File: config.mk
export PLATFORM = sky130hd
export DESIGN_NAME = tag_release_buffer
export DESIGN_NICKNAME = d
export VERILOG_FILES = /design/src/rtl/tag_release_buffer_pkg.sv /design/src/rtl/tag_release_buffer_lane_compact.sv /design/src/rtl/tag_release_buffer.sv
export SDC_FILE = /design/constraint.sdc
export NUM_CORES = 1
export LEC_CHECK = 0
export CAP_MARGIN = 20
export CELL_PAD_IN_SITES_DETAIL_PLACEMENT = 1
export CELL_PAD_IN_SITES_GLOBAL_PLACEMENT = 2
export CORE_UTILIZATION = 30
export DETAILED_ROUTE_END_ITERATION = 12
export PLACE_DENSITY = 0.64
export SKIP_CTS_REPAIR_TIMING = 1
export SYNTH_ARGS = -nofsm -noshare
export SYNTH_HDL_FRONTEND = slang
export SYNTH_SLANG_ARGS = --single-unit
export TNS_END_PERCENT = 1
File: constraint.sdc
create_clock -name clk -period 5.55 [get_ports clk]
set_input_delay 0.555 -clock clk [delete_from_list [all_inputs] [get_ports clk]]
set_output_delay 0.555 -clock clk [all_outputs]
set_load 0.01 [all_outputs]
File: src/rtl/tag_release_buffer_pkg.sv
// Shared types and sizing helpers for the tag release buffer slice.
package tag_pkg;

  localparam int unsigned DEPTH  = 16;
  localparam int unsigned QDEPTH = 16;

  // Width of a scalar tag able to name every one of 'depth' tags.
  function automatic int unsigned tag_width(input int unsigned depth);
    return (depth > 1) ? $clog2(depth) : 1;
  endfunction

  localparam int unsigned TAG_W  = tag_width(DEPTH);
  localparam int unsigned QPTR_W = $clog2(QDEPTH);

  typedef logic [TAG_W-1:0]  tag_t;
  typedef logic [QPTR_W-1:0] qptr_t;

endpackage

File: src/rtl/tag_release_buffer_lane_compact.sv
// Lane compactor: packs the data of active (low) strobes toward lane 0 in lane
// order, and reports each lane's prefix-sum offset and the active-lane count.
module lane_compact #(
  parameter  int unsigned N  = 4,
  parameter  int unsigned W  = 4,
  localparam int unsigned CW = $clog2(N + 1)
) (
  input  logic [N-1:0]         strb_n,
  input  logic [N-1:0][W-1:0]  data_i,
  output logic [N-1:0][CW-1:0] offs_o,
  output logic [N-1:0][W-1:0]  comp_o,
  output logic [CW-1:0]        cnt_o
);

  logic [CW-1:0] acc;

  // Running prefix count; each active lane lands in the slot equal to its offset.
  always_comb begin
    acc    = '0;
    offs_o = '0;
    comp_o = '0;
    for (int unsigned i = 0; i < N; i++) begin
      offs_o[i] = acc;
      if (!strb_n[i]) begin
        for (int unsigned j = 0; j < N; j++) begin
          if (acc == CW'(j)) comp_o[j] = data_i[i];
        end
        acc = acc + CW'(1);
      end
    end
    cnt_o = acc;
  end

endmodule

File: src/rtl/tag_release_buffer.sv
// Tag release buffer: elastic circular queue between the commit release lanes
// and the free-list write ports. Holds released tags while the free list is
// busy and drains up to WRITE tags per non-busy cycle in arrival order.
// Optional same-cycle bypass when empty: define TAG_RELEASE_BYPASS_EN.
module tag_release_buffer
  import tag_pkg::*;
#(
  parameter  int unsigned DEPTH  = 16,
  parameter  int unsigned IN     = 4,
  parameter  int unsigned WRITE  = 4,
  parameter  int unsigned QDEPTH = 16,
  localparam int unsigned TAG    = tag_width(DEPTH),
  localparam int unsigned PW     = $clog2(QDEPTH),
  localparam int unsigned CW     = PW + 1,
  localparam int unsigned NW     = $clog2(IN + 1)
) (
  input  logic                      clk,
  input  logic                      reset_,
  input  logic                      flush_,
  input  logic [IN-1:0]             rel_,
  input  logic [IN-1:0][TAG-1:0]    rel_tag,
  output logic                      ready,
  input  logic                      fl_busy,
  output logic [WRITE-1:0]          fl_we_,
  output logic [WRITE-1:0][TAG-1:0] fl_wd,
  output logic [CW-1:0]             count,
  output logic                      empty,
  output logic                      ovf
);

  logic [TAG-1:0]          mem_q [QDEPTH];
  logic [PW-1:0]           head_q, head_d, tail_q, tail_d;
  logic [CW-1:0]           count_q, count_d;
  logic                    ovf_q, ovf_d;
  logic [CW-1:0]           nv, nd, nb, nenq;
  logic                    ready_c, enq_ok, byp;
  logic [IN-1:0][NW-1:0]   offs;
  logic [IN-1:0][TAG-1:0]  comp;
  logic [NW-1:0]           pop;

  lane_compact #(
    .N (IN),
    .W (TAG)
  ) u_rel_compact (
    .strb_n (rel_),
    .data_i (rel_tag),
    .offs_o (offs),
    .comp_o (comp),
    .cnt_o  (pop)
  );

  assign nv      = CW'(pop);
  assign ready_c = (CW'(QDEPTH) - count_q) >= CW'(IN);
  assign enq_ok  = flush_ && ready_c;
  assign nd      = (flush_ && !fl_busy)
                 ? ((count_q < CW'(WRITE)) ? count_q : CW'(WRITE)) : '0;

`ifdef TAG_RELEASE_BYPASS_EN
  assign byp = reset_ && flush_ && !fl_busy && (count_q == '0) && ready_c;
`else
  logic unused_comp;
  assign byp         = 1'b0;
  assign unused_comp = ^comp;
`endif

  // Tags taken by the bypass path are not written into storage.
  assign nb   = byp ? ((nv < CW'(WRITE)) ? nv : CW'(WRITE)) : '0;
  assign nenq = enq_ok ? (nv - nb) : '0;

  assign ready = ready_c;
  assign count = count_q;
  assign empty = (count_q == '0);
  assign ovf   = ovf_q;

  // Free-list write lanes: queued tags from head first, else bypassed releases.
  always_comb begin
    fl_we_ = '1;
    fl_wd  = '0;
    for (int unsigned w = 0; w < WRITE; w++) begin
      if (CW'(w) < nd) begin
        fl_we_[w] = 1'b0;
        fl_wd[w]  = mem_q[head_q + PW'(w)];
      end
`ifdef TAG_RELEASE_BYPASS_EN
      else if ((w < IN) && (CW'(w) < nb)) begin
        fl_we_[w] = 1'b0;
        fl_wd[w]  = comp[w];
      end
`endif
    end
  end

  // Pointer/count/overflow next state; flush wins over everything else.
  // A dropped (overflowing) release still lets the dequeue proceed, since the
  // free list has already consumed the tags presented on its write lanes.
  always_comb begin
    head_d  = head_q;
    tail_d  = tail_q;
    count_d = count_q;
    ovf_d   = ovf_q;
    if (!flush_) begin
      head_d  = '0;
      tail_d  = '0;
      count_d = '0;
      ovf_d   = 1'b0;
    end else begin
      head_d  = head_q + PW'(nd);
      tail_d  = tail_q + PW'(nenq);
      count_d = count_q + nenq - nd;
      if (!ready_c && (nv != '0)) ovf_d = 1'b1;
    end
  end

  // Control registers with asynchronous active-low reset.
  always_ff @(posedge clk or negedge reset_) begin
    if (!reset_) begin
      head_q  <= '0;
      tail_q  <= '0;
      count_q <= '0;
      ovf_q   <= 1'b0;
    end else begin
      head_q  <= head_d;
      tail_q  <= tail_d;
      count_q <= count_d;
      ovf_q   <= ovf_d;
    end
  end

  // Storage write: each active lane scatters to tail plus its compacted offset.
  always_ff @(posedge clk) begin
    for (int unsigned i = 0; i < IN; i++) begin
      if (enq_ok && !rel_[i] && (CW'(offs[i]) >= nb)) begin
        mem_q[tail_q + PW'(CW'(offs[i]) - nb)] <= rel_tag[i];
      end
    end
  end

endmodule

==> impl_metrics.ini, run 1 <==
[worst_setup_path]
cp_common_cell = mux4_2
endpoint_kind = output port
cp_data_arrival_time_ns = 3.78
cpLargestDelayFamily = multiplexers
startpoint_type = register
path_class = reg -> out
path_cells = buf_4 > ha_1 > xor2_2 > mux4_2 > mux4_2 > and2_1 > clkdlybuf4s50_1
worst-path-buf-inv = 2
required_ns = 4.99
critPathMaxFanout = 28
r2r_slack_ns = 1.92
max_stage_delay_ns = 0.83
cp_slowest_cell = xor2_2

[yosys]
yosysSeqAreaShare_pct = 25.5
synth.largest_area_cell = edfxtp_1
yosysMostFrequentCell = edfxtp_1
ys_ff_latch = 78
synthTopCellsByArea = edfxtp_1, mux4_2, a221oi_1, dfrtp_1, o2bb2ai_1
ys_warn_count = 0
synth_top_area_share_pct = 21.6
synth_area_um2 = 8900
synthTopCellsByCount = edfxtp_1, mux4_2, a221oi_1
synth_edf_count = 64
synth.avg_cell_area_um2 = 10.4
synthFlopType = edfxtp_1
syn-num-nets = 908
synth_cells = 852
synth.distinct_cells = 78
async_flop_share_pct = 17.9

[floorplanning]
die_w_um = 174
die_h_um = 174
num_io_pins = 52
die-area_um2 = 30400
start_util_pct = 30.8
num_rows = 62
core-area_um2 = 28900

[place]
io_buffers = 51
place_congestion = 0.881
dp.cells = 1230
place_area_um2 = 9650
hpwl_um = 28100

[clock_tree]
clockRootBuffer = clkbuf_16
numCtsBuffers = 9
cts.htree.levels = 3
cts_tree = done
path_clk_slew_ns = 0.06
clock_latency_ns = 0.33
cts_max_path_buffers = 2
clock_sinks = 78

[sta]
tns_ns = 0
drv_slew = 0
slew-limit-headroom_pct = 28.8
setup_viol = 0
hold_viol_final = 0
hold_ws_ns = 0.533
max_slew.worst_pin.slew_ns = 1.07
rsz0062_at_grt = no
finClkSkew_ns = 0.00834
fmax_ghz = 0.231
finalCritPeriodShare_pct = 78.1
finalCriticalPeriod_ns = 4.33

[drt]
wl_met3_um = 2200
top_layer = met4
via_per_inst = 6.38
vias = 7959
drt_wl_total_um = 36300
drc = 0
drt_iter0_markers = 752
wl_per_cell_um = 29.1
ant_nets = 0
dr.pass1.iters = 5
wl_met2_um = 16700
met1_length_um = 16600

[grt]
grt_pass1_wl_um = 54200
antenna_found_initial = 0
track_usage_pct = 24.2
grt_pass1_vias = 7763
grt.overflow.total = 0
grt_start_max_net_pins = 65

[power_and_ir_drop]
ir_worst_vdd_uv = 355
leakage_nw = 3.30
powerDensity_nw_per_um2 = 360

[hold_path]
min-delay-path-class = reg -> reg

[layout]
nets = 914
diodes = 0
finalNonFillerCells = 1247
areaGrowthSynthToFinish_pct = 12.0
drive_gt1_share_pct = 18.2
post-route-util_pct = 34.5
fin_area_um2 = 9970

[run]
cap_violations = 0

[outcome]
status = finished, final reports clean
==> registers in the layout, summed over array words and instances, names as in the netlist <==
register	flops
count	5
mem_q	64
ovf	1
tail_q	4
head_q	4
==> cell families after synthesis <==
logic type	share of synthesized area (%)
xor+xnor	2.15
simple gates	15.7
buf+inv	5.78
flops	25.5
compound gates	27.0
mux	18.8
fa+ha+maj	5.09
==> power breakdown <==
group,internal [mW],switching [mW]
Combinational,0.814,1.27
Sequential,0.774,0.149
Clock,0.348,0.231
Total,1.94,1.65
==> through the flow <==
step                      total power [mW]  setup slack [ns]
after floorplan                       2.39              2.20
after global placement                2.99              1.07
after detailed placement              3.01              1.06
after CTS                             3.59              1.19
after global routing                  3.80              1.04
final                                 3.59              1.22
==> worst paths after layout <==
kind                           start         to  cells past startpoint
hold reg to reg                  ovf        ovf                      2
setup reg to reg            count[2]   count[4]                     12
min in group asynchronous     reset_   count[0]                      1
hold / removal                   ovf        ovf                      2
setup / recovery           head_q[1]   fl_wd[4]                      7
max in group asynchronous     reset_  head_q[0]                      1
==> cells in the final DEF (no fill, tap or decap), types with 30 or more instances in the layout <==
cell type | Yosys | routed
o2bb2ai_1 | 36 | 36
a221oi_1 | 51 | 51
and2_1 | 30 | 30
nand3_1 | 46 | 46
inv_1 | 31 | 31
edfxtp_1 | 64 | 64
o22ai_1 | 36 | 36
nor2_1 | 50 | 50
mux4_2 | 63 | 63
clkdlybuf4s50_1 | 0 | 51
==> layer usage <==
metal,up-vias,track usage (%)
met2,332,37.9
met4,0,6.98
li1,3501,-
met5,-,0
met1,4075,34.7
met3,51,2.91
==> layout make-up <==
class | count | area, um^2
Clock buffer | 10 | 229
Clock inverter | 6 | 61.3
Fill cell | 3234 | 19000
Inverter | 34 | 130
Multi-Input combinational cell | 667 | 6140
Sequential cell | 78 | 2280
Tap cell | 384 | 480
Timing Repair Buffer | 68 | 656
==> worst reg2reg max path, stage by stage (launching register included) <==
cell	delay, ns
dfrtp_1	0.47
nor4_4	0.32
ha_1	0.27
o21a_1	0.17
inv_4	0.49
nand3_1	0.28
fa_1	0.54
inv_1	0.04
ha_1	0.33
a21o_1	0.19
a21oi_1	0.19
xnor2_1	0.14
nor2_1	0.05
Note: power is estimated with default switching activity, not from simulation.
==> run 2: changes to the inputs <==
--- a/config.mk
+++ b/config.mk
@@ -10,7 +10,7 @@
 export CELL_PAD_IN_SITES_GLOBAL_PLACEMENT = 2
 export CORE_UTILIZATION = 30
 export DETAILED_ROUTE_END_ITERATION = 12
-export PLACE_DENSITY = 0.64
+export PLACE_DENSITY = 0.67
 export SKIP_CTS_REPAIR_TIMING = 1
 export SYNTH_ARGS = -nofsm -noshare
 export SYNTH_HDL_FRONTEND = slang
==> constraint.sdc (replaced) <==
create_clock -name clk -period 3.9 [get_ports clk]
set_input_delay 0.39 -clock clk [delete_from_list [all_inputs] [get_ports clk]]
set_output_delay 0.39 -clock clk [all_outputs]
set_load 0.01 [all_outputs]
==> impl_metrics.ini, run 2 (synthesis results as in run 1) <==
[outcome]
status = finished, final reports clean

[worst_setup_path]
cp_common_cell = inv_1
cp_data_arrival_time_ns = 3.72
max_stage_delay_ns = 0.54
endpoint_kind = register
startpoint_type = input pin
path_cells = clkdlybuf4s50_1 > inv_1 > ha_1 > xor2_1 > inv_1 > ha_1 > inv_1 > fa_1 > nor2b_1 > nor4b_2 > buf_4 > a32oi_1 > nand3_1
cp_slowest_cell = nor4b_2
path_class = in -> reg
required_ns = 3.93
critPathMaxFanout = 6

[layout]
largest_reg_flops = 64
finalNonFillerCells = 1310
fin_area_um2 = 10500
drive_gt1_share_pct = 23.7
mostFrequentLayoutCell = buf_4
nets = 977
diodes = 0
mostFrequentLayoutCells = buf_4, edfxtp_1, mux4_2
areaGrowthSynthToFinish_pct = 17.4
fillers = 3226

[place]
place_congestion = 0.902
hpwl_um = 28700
place_area_um2 = 10200
dp.cells = 1294
io_buffers = 51

[drt]
drt_iter0_markers = 931
drt_wl_total_um = 35300
via_per_inst = 6.21
drc = 0
dr.pass1.iters = 5
wl_per_cell_um = 27.0
vias = 8139
ant_nets = 0

[sta]
slew-limit-headroom_pct = 40.8
max_slew.worst_pin.slew_ns = 0.879
fmax_ghz = 0.271
rsz0062_at_grt = no
finalCritPeriodShare_pct = 94.7
finClkSkew_ns = 0.00706
drv_slew = 0
finalCriticalPeriod_ns = 3.69
hold_viol_final = 0
setup_viol = 0

[floorplanning]
core-area_um2 = 28900
num_io_pins = 52
die_h_um = 174
die_w_um = 174
num_rows = 62
die-area_um2 = 30400
start_util_pct = 30.8

[power_and_ir_drop]
powerDensity_nw_per_um2 = 501
leakage_nw = 3.61
ir_worst_vdd_uv = 364
total_power_mw = 5.24

[clock_tree]
clockRootBuffer = clkbuf_16
numCtsBuffers = 9
cts_tree = done
cts_max_path_buffers = 2
clock_sinks = 78
path_clk_slew_ns = 0.06
clock_latency_ns = 0.34
cts.htree.levels = 3

[run]
cap_violations = 0

[hold_path]
min-delay-path-class = in -> async

[grt]
grt.overflow.total = 0
track_usage_pct = 23.6
antenna_found_initial = 1
grt_start_max_net_pins = 55
grt_pass1_wl_um = 53300
grt_pass1_vias = 7940
run 2: path summary, 6_finish.rpt:
check,slack [ns],from,to,cells past startpoint
min reg2reg,0.52,ovf,ovf,2
max in group asynchronous,2.87,reset_,head_q[0],1
min,0.48,reset_,tail_q[2],1
min in group clk,0.52,ovf,ovf,2
max reg2reg,0.55,count[2],count[3],12
max,0.21,rel_[0],mem_q[13][1],13
run 2: critical path: cells and delay by family:
family | cells | cell delay, ns
adder cells (fa/ha/maj) | 3 | 1.03
XOR/XNOR | 1 | 0.17
buffers and inverters | 5 | 0.97
AND/OR/NAND/NOR | 3 | 1.10
AO/OA/AOI/OAI | 1 | 0.06
run 2: cell type report:
type	count	area (um^2)	area share, %
multi-input combinational	667	6140	58.7
tap	384	480	4.60
clock buffer	11	233	2.23
clock inverter	5	58.8	0.563
timing repair buffer	131	1140	10.9
inverter	34	130	1.25
sequential	78	2280	21.8
run 2: per-stage QoR:
stage	util (%)	setup TNS [ns]	worst slack (ns)	hold WS, ns
after floorplan	-	0	0.690	0.0944
after global placement	35.1	-0.217	-0.0409	0.504
after detailed placement	35.1	-0.950	-0.111	0.514
after CTS	36.1	0	0.221	0.503
after global routing	36.1	0	0.0432	0.529
final	36.1	0	0.206	0.485
run 2: power by group:
part	internal (mW)	leakage [nW]	switching, mW
Combinational	1.28	2.71	1.84
Sequential	1.10	0.766	0.200
Clock	0.497	0.138	0.323
run 2: per-layer routing:
layer  GRT usage (%)  vias up  wire, um
met5               0        -        13
met4            8.41        2      1090
met3            1.68       49      1640
met2            38.1      304     16400
met1            33.0     4163     16200
li1                -     3621         -
